$ cat src/rtl/prim_clock_gate_ctrl_if.sv
`default_nettype none
// ============================================================================
// Module   : prim_clock_gate_ctrl_if
// Brief    : Channel-vector bundle between the clock-gate controller and the
//            logic that enables, wakes and observes the gated channels.
// Revision : 1.0 - initial release
// ============================================================================
interface prim_clock_gate_ctrl_if #(
  parameter int NUM_CH     = 4,
  parameter int IDLE_CNT_W = 8
);
  logic                   test_en_i;
  logic [NUM_CH-1:0]      en_i;
  logic [NUM_CH-1:0]      busy_i;
  logic [IDLE_CNT_W-1:0]  idle_thresh_i;
  logic [NUM_CH-1:0]      wake_req_i;
  logic [NUM_CH-1:0]      wake_ack_o;
  logic [NUM_CH-1:0]      gated_o;
  logic [NUM_CH-1:0]      clk_o;
  logic [NUM_CH*16-1:0]   gated_cnt_o;

  // Software / requester side
  modport master (
    output test_en_i, en_i, busy_i, idle_thresh_i, wake_req_i,
    input  wake_ack_o, gated_o, clk_o, gated_cnt_o
  );

  // Controller side
  modport slave (
    input  test_en_i, en_i, busy_i, idle_thresh_i, wake_req_i,
    output wake_ack_o, gated_o, clk_o, gated_cnt_o
  );
endinterface
`default_nettype wire

$ cat src/rtl/prim_clock_gate_ctrl.sv
`default_nettype none
// ============================================================================
// Module   : prim_clock_gate_ctrl
// Brief    : Multi-channel glitch-free clock-gate controller. Each channel
//            gates itself after a programmable idle period and wakes through
//            a 4-phase req/ack handshake or on busy.
//            Optional gated-cycle statistics: PRIM_CLOCK_GATE_CTRL_STATS_EN.
// Revision : 1.0 - initial release
// ============================================================================
module prim_clock_gate_ctrl #(
  parameter int NUM_CH     = 4,
  parameter int IDLE_CNT_W = 8,
  parameter int WAKE_LAT   = 2
) (
  input  logic                  clk_i,
  input  logic                  rst_ni,
  prim_clock_gate_ctrl_if.slave bus
);

  localparam logic [1:0] c_RUN   = 2'd0;
  localparam logic [1:0] c_GATED = 2'd1;
  localparam logic [1:0] c_WAKE  = 2'd2;

  localparam int                    c_WAKE_W    = (WAKE_LAT > 1) ? $clog2(WAKE_LAT) : 1;
  localparam logic [c_WAKE_W-1:0]   c_WAKE_LAST = c_WAKE_W'(WAKE_LAT - 1);
  localparam logic [IDLE_CNT_W-1:0] c_IDLE_MAX  = {IDLE_CNT_W{1'b1}};

  logic [NUM_CH-1:0]    w_clk;
  logic [NUM_CH-1:0]    w_ack;
  logic [NUM_CH-1:0]    w_gated;
  logic [NUM_CH*16-1:0] w_gcnt;

  for (genvar i = 0; i < NUM_CH; i++) begin : g_ch
    logic [1:0]            r_state;
    logic [1:0]            w_state_nxt;
    logic [IDLE_CNT_W-1:0] r_idle;
    logic [IDLE_CNT_W-1:0] w_idle_nxt;
    logic [IDLE_CNT_W-1:0] w_idle_cnt;
    logic [c_WAKE_W-1:0]   r_wcnt;
    logic [c_WAKE_W-1:0]   w_wcnt_nxt;
    logic                  r_gated;
    logic                  r_latch_q;
    logic                  w_latch_d;

    // Next-state, idle-counter and wake-latency decisions for this channel
    always_comb begin
      w_state_nxt = r_state;
      w_idle_nxt  = r_idle;
      w_wcnt_nxt  = r_wcnt;
      w_idle_cnt  = '0;
      case (r_state)
        c_RUN: begin
          if (bus.busy_i[i] || bus.wake_req_i[i]) begin
            w_idle_cnt = '0;
          end else if (r_idle == c_IDLE_MAX) begin
            w_idle_cnt = r_idle;
          end else begin
            w_idle_cnt = r_idle + IDLE_CNT_W'(1);
          end
          // Threshold is compared live, so lowering it below the current
          // count gates on the very next edge.
          if (!bus.en_i[i] ||
              ((bus.idle_thresh_i != '0) && (w_idle_cnt >= bus.idle_thresh_i))) begin
            w_state_nxt = c_GATED;
            w_idle_nxt  = '0;
          end else begin
            w_idle_nxt  = w_idle_cnt;
          end
        end
        c_GATED: begin
          if (bus.en_i[i] && (bus.busy_i[i] || bus.wake_req_i[i])) begin
            w_state_nxt = c_WAKE;
            w_wcnt_nxt  = '0;
          end
        end
        c_WAKE: begin
          if (!bus.en_i[i]) begin
            w_state_nxt = c_GATED;
          end else if (r_wcnt == c_WAKE_LAST) begin
            w_state_nxt = c_RUN;
            w_idle_nxt  = '0;
          end else begin
            w_wcnt_nxt  = r_wcnt + c_WAKE_W'(1);
          end
        end
        default: begin
          w_state_nxt = c_RUN;
          w_idle_nxt  = '0;
        end
      endcase
    end

    // Channel state registers; gated flag registered alongside the state
    always_ff @(posedge clk_i or negedge rst_ni) begin
      if (!rst_ni) begin
        r_state <= c_RUN;
        r_idle  <= '0;
        r_wcnt  <= '0;
        r_gated <= 1'b0;
      end else begin
        r_state <= w_state_nxt;
        r_idle  <= w_idle_nxt;
        r_wcnt  <= w_wcnt_nxt;
        r_gated <= (w_state_nxt == c_GATED);
      end
    end

    assign w_latch_d = (r_state != c_GATED) | bus.test_en_i;

    // Enable latch is open only while the root clock is low, so the AND
    // below can never start or cut a high phase. It is deliberately not
    // reset: after reset it picks up the RUN enable in the next low phase.
    always_latch begin
      if (!clk_i) begin
        r_latch_q <= w_latch_d;
      end
    end

    assign w_clk[i]   = clk_i & r_latch_q;
    assign w_ack[i]   = bus.wake_req_i[i] & (r_state == c_RUN);
    assign w_gated[i] = r_gated;

`ifdef PRIM_CLOCK_GATE_CTRL_STATS_EN
    logic [15:0] r_gcnt;

    // Saturating count of root-clock cycles spent in GATED
    always_ff @(posedge clk_i or negedge rst_ni) begin
      if (!rst_ni) begin
        r_gcnt <= '0;
      end else if ((r_state == c_GATED) && (r_gcnt != 16'hFFFF)) begin
        r_gcnt <= r_gcnt + 16'd1;
      end
    end

    assign w_gcnt[i*16 +: 16] = r_gcnt;
`else
    assign w_gcnt[i*16 +: 16] = 16'd0;
`endif
  end

  assign bus.clk_o       = w_clk;
  assign bus.wake_ack_o  = w_ack;
  assign bus.gated_o     = w_gated;
  assign bus.gated_cnt_o = w_gcnt;

endmodule
`default_nettype wire

$ cat src/flat_wrapper.sv
// flat-port wrapper written by rule: the top's interface ports become plain ports
module prim_clock_gate_ctrl_flat 
#(
  parameter int NUM_CH     = 4,
  parameter int IDLE_CNT_W = 8,
  parameter int WAKE_LAT   = 2
)
  (clk_i, rst_ni, bus_test_en_i, bus_en_i, bus_busy_i, bus_idle_thresh_i, bus_wake_req_i, bus_wake_ack_o, bus_gated_o, bus_clk_o, bus_gated_cnt_o);
  prim_clock_gate_ctrl_if #(.NUM_CH(NUM_CH), .IDLE_CNT_W(IDLE_CNT_W)) bus_i ();
  input  logic clk_i;
  input  logic rst_ni;
  input wire logic [$bits(bus_i.test_en_i)-1:0] bus_test_en_i;
  input wire logic [$bits(bus_i.en_i)-1:0] bus_en_i;
  input wire logic [$bits(bus_i.busy_i)-1:0] bus_busy_i;
  input wire logic [$bits(bus_i.idle_thresh_i)-1:0] bus_idle_thresh_i;
  input wire logic [$bits(bus_i.wake_req_i)-1:0] bus_wake_req_i;
  output wire logic [$bits(bus_i.wake_ack_o)-1:0] bus_wake_ack_o;
  output wire logic [$bits(bus_i.gated_o)-1:0] bus_gated_o;
  output wire logic [$bits(bus_i.clk_o)-1:0] bus_clk_o;
  output wire logic [$bits(bus_i.gated_cnt_o)-1:0] bus_gated_cnt_o;
  assign bus_i.test_en_i = bus_test_en_i;
  assign bus_i.en_i = bus_en_i;
  assign bus_i.busy_i = bus_busy_i;
  assign bus_i.idle_thresh_i = bus_idle_thresh_i;
  assign bus_i.wake_req_i = bus_wake_req_i;
  assign bus_wake_ack_o = bus_i.wake_ack_o;
  assign bus_gated_o = bus_i.gated_o;
  assign bus_clk_o = bus_i.clk_o;
  assign bus_gated_cnt_o = bus_i.gated_cnt_o;
  prim_clock_gate_ctrl #(.NUM_CH(NUM_CH), .IDLE_CNT_W(IDLE_CNT_W), .WAKE_LAT(WAKE_LAT)) u_core (.clk_i(clk_i), .rst_ni(rst_ni), .bus(bus_i));
endmodule
$ cat config.mk
export PLATFORM = sky130hd
export DESIGN_NAME = prim_clock_gate_ctrl_flat
export DESIGN_NICKNAME = d
export VERILOG_FILES = /design/src/rtl/prim_clock_gate_ctrl_if.sv /design/src/rtl/prim_clock_gate_ctrl.sv /design/src/flat_wrapper.sv
export SDC_FILE = /design/constraint.sdc
export NUM_CORES = 1
export LEC_CHECK = 0
export CAP_MARGIN = 0
export CORE_ASPECT_RATIO = 1.1
export CORE_MARGIN = 3
export CORE_UTILIZATION = 55
export CTS_BUF_LIST = sky130_fd_sc_hd__clkbuf_4
export DETAILED_ROUTE_END_ITERATION = 6
export DONT_BUFFER_PORTS = 1
export PLACE_DENSITY = 0.76
export SYNTH_ARGS = -nofsm -noshare
export SYNTH_HDL_FRONTEND = slang
export SYNTH_SLANG_ARGS = --single-unit
$ cat constraint.sdc
create_clock -name clk_i -period 4.35 [get_ports clk_i]
set_input_delay 0.6525 -clock clk_i [delete_from_list [all_inputs] [get_ports clk_i]]
set_output_delay 0.6525 -clock clk_i [all_outputs]
set_load 0.005 [all_outputs]
=== Word-level counts from Yosys, hierarchy flattened ===
Cells that the tools add are included.
Widths: inputs -> output; s select.

* Bits in registers: 48
* Bits in latches: 4
* Bits of input ports: 23
* Output and inout bits: 76
* Word-level logic and storage cells: 185

* Add/sub/neg operators: 8
* Magnitude comparators: 4
* Eq/ne operators: 32
* Mux-type cells: 68
* Bitwise logic cells: 16
* Reduce and logical (&&, ||, !) cells: 37

{| class="wikitable"
|+ Operators with widths
! operator !! count
|-
| $mux 8 || 24
|-
| $pmux 8 s3 || 4
|-
| $add 8x1->8 const B || 4
|-
| $eq 8x8->1 const B || 4
|-
| $ge 8x8->1 || 4
|-
| $mux 2 || 16
|-
| $ne 2x1->1 const B || 12
|-
| $pmux 2 s3 || 4
|-
| $reduce_and 3->1 || 8
|-
| $eq 2x1->1 const B || 8
|-
| $mux 1 || 16
|-
| $and 1x1->1 || 8
|-
| $eq 2x2->1 const B || 4
|-
| $logic_and 1x1->1 || 8
|-
| $logic_not 2->1 || 4
|-
| $logic_or 1x1->1 || 8
|-
| $ne 2x2->1 const B || 4
|-
| $pmux 1 s2 || 4
|-
| $reduce_bool 2->1 || 4
|-
| $reduce_bool 8->1 || 1
|-
| $add 1x1->1 const B || 4
|-
| $logic_not 1->1 || 4
|-
| $not 1->1 || 4
|-
| $or 1x1->1 || 4
|}

=== Logic depth before layout (Yosys ltp) ===
* Depth in word-level cells: 10
* Mapped depth: 12
* Depth with buffers taken out: 12

==> impl_results.md <==
* Status: finished clean
* Largest net degree at the start of global routing at approximately 50
* Die W at about 92 µm
* ANT cells at 0
* MaxCap Viol Count at 0
* Initial antenna violation count at 0
* ANT nets after route at 0
* Synth top area share at between 20% and 30%
* Post-synth EDFFs at 0
* End of the worst hold path: u_core.g_ch[2].r_state[1]
* Die area at 9177 µm²
* Tightest Pin Transition at around 0.66 ns
* Met3 GRT Util at 6.072%
* Startpoint Class: latch
* Hold Crit Start: bus_en_i[2]
* Max incr delay on CP at 0.41 ns
* Skew-Pair Late Insertion Delay at approximately 0.48 ns
* Synth Register Bits at 52
* WL/cell at 15.26 µm
* Yosys top cell by area: dfrtp_1
* RSZ-0062 raised after global routing: no
* Stages on worst setup path at 1
* GPL Wtd Cong at ~0.9
* Reg2reg setup slack at roughly 1.2 ns
* Syn Area/Cell at approximately 8.6 µm²
* HPWL after DPL at 7.218 mm
* Final setup fails at 0
* Crit-path leading delay family: latches
* Required time of the critical path at around 3.7 ns
* Rel. slew slack at 56.07%
* CORE AREA at between 7000 and 8000 µm²
* Hold WC Path Type: in2reg
* Rows at 33
* Grt ovf at 0
* Share of cells above drive strength 1 at between 8 and 9%
* Hold path cells at 1
* Reg2Reg Capture Point: u_core.g_ch[2].r_idle[2]
* Maximum fanout along the worst path at 1
* Vias in the first global route at between 3000 and 4000
* Port buffer count at 0
* DRC violations left at 0
* Routed WL at around 9.5 mm
* First-pass GRT wire length at 15.73 mm
* WS Path Type: latch2out
* Netlist cell types at 67
* DRT Pass-1 Iters at 4
* NumNets Final at 575
* GRT Util Overall at between 20% and 30%
* CP max stage cell: dlxtn_1
* Met1 Use GR at roughly 24%
* M2 GR Usage at between 30% and 40%
* Resized cells post-CTS at 0
* Worst VDD drop at approximately 0.12 mV
* CP bufs+invs at 0
* First DRT Iteration DRCs at roughly 160
* CTS tree: built
* Post-synth ARST share at between 90% and 100%
* Top_reg_cell synth: dfrtp_1
* Vias per cell at 5.703
* Critical Path AT at between 3 and 4 ns
* Synthesis Warnings at 0
* Area contributors post-synth: dfrtp_1, buf_4, ha_1, nand2_1, nor2_1
* Initial Util at about three fifths
* Tot Pwr at 1.212 mW
* Synth-to-layout area growth at -1.326%
* Fin. Hold Viols at 0
* Setup TNS at 0 ns
* Synth Instances at between 500 and 600
* Max Slew Vio Count at 0
* Vias after detailed routing at approximately 3600
* Critical Path Sink Type: output pin
* Final Skew at between 0.01 and 0.015 ns
* Gr busiest metal: met2
* Die Height at 100.2 µm
* Worst r2r src: u_core.g_ch[2].r_idle[0]
* Cell Pwr Density at around 280 nW/µm²
* CP Cell Sequence: and2_1
* P_leak at 2.043 nW
* Clk slew on worst S/H paths at around 0.15 ns
* Synth Cell Area at 4434 µm²
* Worst r2r path cells at 10
* Io pins at slightly below 100
registers in the layout (all words and copies together), names as in the netlist:
name and count:
u_core.g_ch.r_latch_q 4, u_core.g_ch.r_idle 32, u_core.g_ch.r_wcnt 4, u_core.g_ch.r_gated 4
u_core.g_ch.r_state 8
cell usage in the layout, fill, tap and decap left out, drive strengths merged, types with 11 or more instances in the layout:
cell type	instances
clkbuf	11
a21oi	24
dfrtp	48
inv	18
nor3	14
and2	16
and3	11
o21ai	23
nand4	16
nor2	41
nand3	23
ha	36
conb	64
nand2	45
report_power, final:
part	total (mW)	leakage, nW	switching (mW)	internal (mW)
clock network	0.339	0.0622	0.203	0.136
logic	0.292	1.30	0.184	0.108
registers	0.581	0.678	0.0576	0.524
cell type report:
type                       count  area (µm²)
inverter                      18       67.56
fill                         711        3263
tap                          105       131.4
sequential                    52        1261
clock buffer                  11       82.58
multi-input combinational    433        2784
clock inverter                 2       11.26
timing repair buffer           2       37.54
stage by stage:
step / instance area (µm²) / utilization [%] / hold slack (ns) / instances / setup WS [ns]
2_1_floorplan: 4671 / - / 0.3569 / 581 / 1.035
3_3_place_gp: 4244 / 55.56 / 0.3580 / 608 / 1.031
3_5_place_dp: 4244 / 55.56 / 0.3581 / 608 / 1.026
4_1_cts: 4375 / 57.28 / 0.2773 / 623 / 0.4756
5_1_grt: 4375 / 57.28 / 0.2601 / 623 / 0.4498
6_report: 4375 / 57.28 / 0.2870 / 623 / 0.5022
cell families after synthesis:
| logic type | count (synthesis) | share of synthesized area [%] |
|---|---|---|
| compound gates | 120 | 20.06 |
| xor+xnor | 10 | 1.975 |
| fa+ha+maj | 36 | 10.16 |
| buf+inv | 96 | 14.11 |
| flops | 48 | 27.09 |
| latches | 4 | 1.354 |
| mux | 2 | 0.4515 |
| other cells | 1 | 0.08457 |
| simple gates | 201 | 24.72 |
metal layers:
layer	routed length, µm	up-vias
li1	-	1757
met3	623	20
met1	3795	1688
met4	209	0
met5	0	-
met2	4880	88
worst max-delay path by stage:
stage | slack [ns] | end | from
after global routing | 0.45 | bus_clk_o[0] | u_core.g_ch[0].r_latch_q
after global placement | 1.03 | bus_clk_o[3] | u_core.g_ch[3].r_latch_q
after floorplan | 1.04 | bus_clk_o[0] | u_core.g_ch[0].r_latch_q
after detailed placement | 1.03 | bus_clk_o[1] | u_core.g_ch[1].r_latch_q
final | 0.50 | bus_clk_o[1] | u_core.g_ch[1].r_latch_q
after CTS | 0.48 | bus_clk_o[1] | u_core.g_ch[1].r_latch_q
timing repair:
| item | 4_1_cts | 5_1_grt |
|---|---|---|
| hold endpoints to repair | 48 | 0 |
| hold buffers | 2 | 0 |
| buffers inserted | 0 | 0 |
synth_stat cells (8+ instances only):
cell type and count:
a21o_1 9, a21oi_1 23, o21a_1 8, nor3_1 13
ha_1 36, dfrtp_1 48, inv_1 18, buf_4 68
o21ai_0 18, nand2_1 43, nand2b_1 9, nor2_1 39
a22o_1 8, nand4_1 15, xor2_1 8, o211ai_1 10
and2_1 16, and3_1 9, nand3_1 23
Note: power is estimated with default switching activity, not from simulation.
